File: src/rtl/water_pkg.sv
// Shared types and defaults for the water-column LED level controller.
package water_pkg;

  typedef enum logic [1:0] {
    HOLD  = 2'b00,
    FILL  = 2'b01,
    DRAIN = 2'b10,
    SEEK  = 2'b11
  } mode_t;

  localparam int unsigned ROWS_DEF  = 7;
  localparam int unsigned CELLS_DEF = 2;
  localparam int unsigned DIV_DEF   = 4;

  // Bits needed to hold a level count of 0..cap inclusive.
  function automatic int unsigned calc_lw(input int unsigned cap);
    return $clog2(cap + 1);
  endfunction

endpackage

File: src/rtl/water_column_ctrl_step_prescaler.sv
// Divides clk down to a one-cycle step tick every DIV enabled cycles.
module step_prescaler #(
  parameter int unsigned DIV = 4
) (
  input  logic clk,
  input  logic reset,
  input  logic en,
  output logic tick
);

  localparam int unsigned CW = (DIV > 1) ? $clog2(DIV) : 1;
  localparam logic [CW-1:0] LAST = CW'(DIV - 1);

  logic [CW-1:0] cnt_q, cnt_d;

  // The count only advances while enabled, so a pause resumes mid-period.
  always_comb begin
    cnt_d = cnt_q;
    if (en) begin
      cnt_d = (cnt_q == LAST) ? '0 : cnt_q + CW'(1);
    end
  end

  always_ff @(posedge clk or posedge reset) begin
    if (reset) cnt_q <= '0;
    else       cnt_q <= cnt_d;
  end

  assign tick = en && (cnt_q == LAST);

endmodule

File: src/rtl/water_column_ctrl.sv
// Level controller for the tank LED bar: one level count, stepped per tick,
// rendered as a thermometer with bit 0 at the bottom.
module water_column_ctrl
  import water_pkg::*;
#(
  parameter int unsigned ROWS  = ROWS_DEF,
  parameter int unsigned CELLS = CELLS_DEF,
  parameter int unsigned DIV   = DIV_DEF,
  parameter int unsigned LW    = calc_lw(ROWS * CELLS)
) (
  input  logic                    clk,
  input  logic                    reset,
  input  logic                    en,
  input  logic [1:0]              mode,
  input  logic [LW-1:0]           target,
  input  logic                    load,
  output logic [ROWS*CELLS-1:0]   lines,
  output logic [LW-1:0]           level,
  output logic                    full,
  output logic                    empty,
  output logic                    at_target,
  output logic                    spill
);

  localparam int unsigned CAP = ROWS * CELLS;
  localparam logic [LW-1:0] CAP_LW = LW'(CAP);

  logic          tick;
  mode_t         mode_e;
  logic [LW-1:0] tgt_clamp;
  logic [LW-1:0] level_q, level_d;
  logic          spill_q, spill_d;

  step_prescaler #(.DIV(DIV)) u_prescaler (
    .clk   (clk),
    .reset (reset),
    .en    (en),
    .tick  (tick)
  );

  assign mode_e    = mode_t'(mode);
  assign tgt_clamp = (target > CAP_LW) ? CAP_LW : target;

  // Load wins over any tick in the same cycle; a tick under load is dropped.
  always_comb begin
    level_d = level_q;
    spill_d = 1'b0;
    if (load) begin
      level_d = tgt_clamp;
    end else if (tick) begin
      case (mode_e)
        FILL: begin
          if (level_q == CAP_LW) spill_d = 1'b1;
          else                   level_d = level_q + LW'(1);
        end
        DRAIN: begin
          if (level_q != '0) level_d = level_q - LW'(1);
        end
        SEEK: begin
          if (level_q < tgt_clamp)      level_d = level_q + LW'(1);
          else if (level_q > tgt_clamp) level_d = level_q - LW'(1);
        end
        default: ;
      endcase
    end
  end

  always_ff @(posedge clk or posedge reset) begin
    if (reset) begin
      level_q <= '0;
      spill_q <= 1'b0;
    end else begin
      level_q <= level_d;
      spill_q <= spill_d;
    end
  end

  for (genvar i = 0; i < CAP; i++) begin : g_therm
    assign lines[i] = (LW'(i) < level_q);
  end

  assign level     = level_q;
  assign full      = (level_q == CAP_LW);
  assign empty     = (level_q == '0);
  assign at_target = (level_q == tgt_clamp);
  assign spill     = spill_q;

endmodule

File: config.mk
export PLATFORM = sky130hd
export DESIGN_NAME = water_column_ctrl
export DESIGN_NICKNAME = d
export VERILOG_FILES = /design/src/rtl/water_pkg.sv /design/src/rtl/water_column_ctrl_step_prescaler.sv /design/src/rtl/water_column_ctrl.sv
export SDC_FILE = /design/constraint.sdc
export NUM_CORES = 1
export LEC_CHECK = 0
export BUFFER_PORTS_ARGS = -buffer_cell sky130_fd_sc_hd__buf_2
export CAP_MARGIN = 20
export CORE_MARGIN = 2
export CORE_UTILIZATION = 40
export DETAILED_ROUTE_END_ITERATION = 8
export PLACE_DENSITY = 0.79
export SYNTH_ARGS = -nofsm -noshare
export SYNTH_HDL_FRONTEND = slang
export SYNTH_SLANG_ARGS = --single-unit
File: constraint.sdc
create_clock -name clk -period 2.8 [get_ports clk]
set_input_delay 0.56 -clock clk [delete_from_list [all_inputs] [get_ports clk]]
set_output_delay 0.56 -clock clk [all_outputs]
set_load 0.005 [all_outputs]
Word level (Yosys, flattened, before mapping). Cells that the tools add are included.

Word-level logic and storage cells: 51. Bits in registers: 7.

Reductions and logical operators: 6. Add/subtract/negate cells: 3. Mux-type cells: 13. Equality and inequality tests: 9. Order comparisons: 17.

Operators by type and width (number): $mux 4 (7); $lt 4x4->1 const A (6); $lt 3x4->1 const A (4); $pmux 4 s3 (1); $lt 1x4->1 const A (2); $lt 2x4->1 const A (2); $reduce_bool 4->1 (2); $eq 2x2->1 const B (3); $ne 3x3->1 const B (2); $reduce_and 5->1 (1); $add 4x1->4 const B (1); $eq 4x4->1 (1); $eq 4x4->1 const B (1); $gt 4x4->1 (1); $gt 4x4->1 const B (1); $logic_not 4->1 (1); $lt 4x4->1 (1); $mux 1 (4); $ne 4x4->1 const B (1); $sub 4x1->4 const B (1); $add 2x1->2 const B (1); $eq 2x1->1 const B (1); $mux 2 (1); $reduce_bool 2->1 (1); $logic_and 1x1->1 (1).

Logic depth before layout (Yosys ltp).
Word-level depth: 8. Depth in mapped cells: 10.

Cells and area by module. Synthesis repeated with hierarchy kept, for this count alone.

Cell total of the unflattened synthesis: 81. Area total of the unflattened synthesis: 743.2 µm².

By module, submodules not included: water_column_ctrl (area each 643.1 µm², times used 1, cells each 73); step_prescaler (area each 100.1 µm², times used 1, cells each 8).

Worst setup path before layout. OpenSTA, ideal clock, no wires.

Path type: input to register. Start point: in target[2]. End point: reg level_q[3], in the netlist level[3]. Library setup time: 0.082 ns. Path slack: 0.341 ns. Required time: 2.718 ns. Arrival time: 2.377 ns. Stages on the path: 10. Cell sequence: inv_1 o31a_1 ha_1 and4_1 nand3_1 a21oi_1 or4_4 buf_6 a211o_1 a22oi_2.

Word-level cells in the longest chain between the ends: 7. Elaborated cells between the ends (all ways): 10. Classes of those cells: order compare (3); eq/ne (1); mux (5); reduce/logical (1).

Ends and longest elaborated chain: from (decl) (RTL line water_column_ctrl.sv:15) `input logic [LW-1:0] target,`; $gt 4x4->1 (RTL line water_column_ctrl.sv:42) `assign tgt_clamp = (target > CAP_LW) ? CAP_LW : target;`; $mux 4 (*) (RTL line water_column_ctrl.sv:42); $lt 4x4->1 (RTL line water_column_ctrl.sv:60) `if (level_q < tgt_clamp) level_d = level_q + LW'(1);`; $mux 4 (RTL line water_column_ctrl.sv:60); $pmux 4 s3 (RTL line water_column_ctrl.sv:51) `case (mode_e)`; $mux 4 (RTL line water_column_ctrl.sv:50) `end else if (tick) begin`; $mux 4 (RTL line water_column_ctrl.sv:48) `if (load) begin`; to (signal assigned) (RTL line water_column_ctrl.sv:73) `level_q <= level_d;`; to (decl) (RTL line water_column_ctrl.sv:31) `logic [LW-1:0] level_q, level_d;`.

Mark *: on every way between the ends. The rest lies on a longest branch, timed or not. The select of a mux whose other input is x is not followed. A chain may end at the register's enable or synchronous reset.

Worst setup path in the final report.
Start point: in target[2]. End point: reg level_q[2], in the netlist level[2].

Same word-level chain as after synthesis.

==> results.sh <==
export IMPL_status="finished, final reports clean"
export IMPL_power_density_nw_per_um2=598
export IMPL_synth_fp_nets=102
export IMPL_cts_tree="built"
export IMPL_routed_wl_um=1730
export IMPL_fin_tns_setup_ns=0
export IMPL_ir_worst_vdd_v=0.000209
export IMPL_antenna_found_initial=0
export IMPL_power_switching_uw=218
export IMPL_busiest_layer="met2"
export IMPL_gr_total_overflow=0
export IMPL_die_width_um=46.7
export IMPL_final_common_cell="buf_2"
export IMPL_finish_utilization_pct=52.7
export IMPL_dieArea_um2=2180
export IMPL_cts_made_buffers=3
export IMPL_layout_worst_path_cycle_share_pct=83.0
export IMPL_cp_required_ns=2.98
export IMPL_core_area_um2=1730
export IMPL_drt_pass1_iterations=4
export IMPL_yosys_area_share_adder_pct=15.4
export IMPL_synth_top_family_by_area="compound AO/OA/AOI/OAI gates"
export IMPL_drc=0
export IMPL_setup_viol=0
export IMPL_yosys_area_top_type_share_pct=24.0
export IMPL_final_antenna_net_count=0
export IMPL_post_route_min_period_ns=2.32
export IMPL_synth_edf_count=0
export IMPL_wl_per_cell_um=12.5
export IMPL_avgSynthCellArea_um2=8.80
export IMPL_pre_cts_ws_ns=0.218
export IMPL_synth_compound_area_share_pct=20.9
export IMPL_hold_class="in -> async"
export IMPL_worstSetupPathType="in -> reg"
export IMPL_use_met1_pct=22.7
export IMPL_worst_slack_ns=0.476
export IMPL_cts_root_buf="clkbuf_4"
export IMPL_gr_usage_met3_pct=1.15
export IMPL_clock_fmax_ghz=0.430
export IMPL_timing_final_hold_violations=0
export IMPL_cts_sinks=7
export IMPL_critPathLaunchType="input pin"
export IMPL_layout_drive_gt1_share_pct=38.1
export IMPL_clk_path_buf_depth=2
export IMPL_core_rowCount=15
export IMPL_n_antenna_cell=0
export IMPL_cp_max_fo=6
export IMPL_ys_seq_elements=7
export IMPL_postCtsHoldBufs=0
export IMPL_num_vias=704
export IMPL_synth_top_area_cell="dfrtp_1"
export IMPL_synth_async_reset_ratio_pct=100
export IMPL_netSwitchingFraction_pct=40.0
export IMPL_grt_max_degree=18
export IMPL_yosys_area_share_simple_pct=17.3
export IMPL_cp_end_kind="register"
export IMPL_fin_worst_skew_ns=0.00516
export IMPL_io_buffers=31
export IMPL_synth_xor_area_share_pct=7.19
export IMPL_holdWs_ns=0.230
export IMPL_seq_area_frac_synth_pct=24.0
export IMPL_synthCells=83
export IMPL_finalMaxSlewViolations=0
export IMPL_synthToLayoutAreaGrowth_pct=24.5
export IMPL_syn_area_um2=731
export IMPL_grt_setup_unrepaired="no"
export IMPL_combPwrFrac_pct=51.3
export IMPL_clk_pin_slew_ns=0.06
export IMPL_postCtsSetupRepairBufs=0
export IMPL_worst_slew_pin_slew_ns=0.526
export IMPL_nFillCells=177
export IMPL_track_usage_pct=17.6
export IMPL_place_hpwl_um=1350
export IMPL_place_gp_congestion=0.916
export IMPL_grt_first_pass_wirelength_um=2770
export IMPL_die_h_um=46.7
export IMPL_clock_latency_ns=0.26
export IMPL_worst_ep_arrival_time_ns=2.51
export IMPL_h_tree_depth=1
export IMPL_synthFlopType="dfrtp_1"
export IMPL_netlist_top_cells_area="dfrtp_1 (24%), ha_1 (15%), inv_1 (5.1%), xnor2_1 (3.6%), xor2_1 (3.6%)"
export IMPL_p_leak_nw=0.479
export IMPL_post_cts_resized=0
export IMPL_io_pin_count=32
export IMPL_grt_pass1_vias=661
export IMPL_via_per_inst=5.10
export IMPL_p_int_uw=326
export IMPL_synthMuxAreaShare_pct=4.45
export IMPL_power_frac_clock_pct=18.5
export IMPL_max_cap_viol_count=0
export IMPL_start_util_pct=42.3
export IMPL_p_seq_share_pct=30.2
export IMPL_slew_headroom_pct=64.9
export IMPL_yosysUniqueCellTypes=33
export IMPL_final_cell_mix="buf_2 (31), inv_1 (10), ha_1 (9)"
export IMPL_fin_nets=133
export IMPL_ys_warn_count=0
export IMPL_drt_iter0_drc=6
export IMPL_met2_usage_pct=30.0
[power by group through the flow]
| stage | Sequential [mW] | Combinational [mW] | Clock (mW) |
|---|---|---|---|
| final | 0.164 | 0.279 | 0.101 |
| after global routing | 0.170 | 0.318 | 0.108 |
| after CTS | 0.164 | 0.280 | 0.100 |
| after detailed placement | 0.166 | 0.278 | 0 |
| after global placement | 0.162 | 0.268 | 0 |
| after floorplan | 0.154 | 0.206 | 0 |
[flip-flops by register name, summed over array words and instances (netlist names)]
| signal | flops |
|---|---|
| spill | 1 |
| u_prescaler.cnt_q | 2 |
| level | 4 |
[logic make-up (layout without fill, tap and decap cells)]
group | count (synthesis) | in the layout
adder cells (fa/ha/maj) | 9 | 9
flip-flops | 7 | 7
buffers and inverters | 16 | 46
XOR/XNOR | 6 | 6
AO/OA/AOI/OAI | 21 | 21
AND/OR/NAND/NOR | 21 | 21
multiplexers | 3 | 3
[stage by stage]
stage	cell area (µm²)	instances	total power, mW
2_1_floorplan	731	83	0.360
3_3_place_gp	883	134	0.429
6_report	910	138	0.544
3_5_place_dp	883	134	0.444
4_1_cts	910	138	0.545
5_1_grt	910	138	0.597
[worst max-delay path: stages]
cell and delay (ns):
buf_2 0.07, inv_1 0.06, o31a_1 0.32, ha_1 0.28, and4_1 0.21, nand3_1 0.09, a21oi_1 0.05, or4_4 0.48
a211o_1 0.26, a22oi_2 0.12
[path summary, 6_finish.rpt]
check	cells past startpoint	endpoint	startpoint	slack (ns)
setup reg to reg	7	level[2]$_DFFE_PP0P_	level[3]$_DFFE_PP0P_	0.52
min in group clk	1	u_prescaler.cnt_q[1]$_DFFE_PP0P_	u_prescaler.cnt_q[1]$_DFFE_PP0P_	0.52
hold reg to reg	1	u_prescaler.cnt_q[1]$_DFFE_PP0P_	u_prescaler.cnt_q[1]$_DFFE_PP0P_	0.52
hold / removal	2	level[3]$_DFFE_PP0P_	reset	0.23
setup / recovery	10	level[2]$_DFFE_PP0P_	target[2]	0.48
max in group asynchronous	2	u_prescaler.cnt_q[0]$_DFFE_PP0P_	reset	2.33
[area by class of cell]
| class | count | area [µm²] | share of cell area, % |
|---|---|---|---|
| flip-flops and latches | 7 | 175 | 19.3 |
| repair buffers | 32 | 163 | 17.9 |
| clock buffers | 4 | 26.3 | 2.89 |
| multi-input cells | 60 | 477 | 52.4 |
| well taps | 25 | 31.3 | 3.44 |
| inverters | 10 | 37.5 | 4.13 |
[metal layers]
metal | up-vias | routed length (µm) | part of all wire [%]
li1 | 348 | - | -
met1 | 334 | 796 | 46
met2 | 20 | 851 | 49
met3 | 2 | 63 | 3.6
met4 | 0 | 15 | 0.87
met5 | - | 0 | 0
[cells in the mapped netlist (all sizes together) (3+ instances only)]
cell   number
nand2       4
nor2        4
o21ai       3
ha          9
a21o        3
inv        10
dfrtp       7
a21oi       5
and3        3
buf         4
o21a        3
xor2        3
xnor2       3
Note: power is estimated with default switching activity, not from simulation.
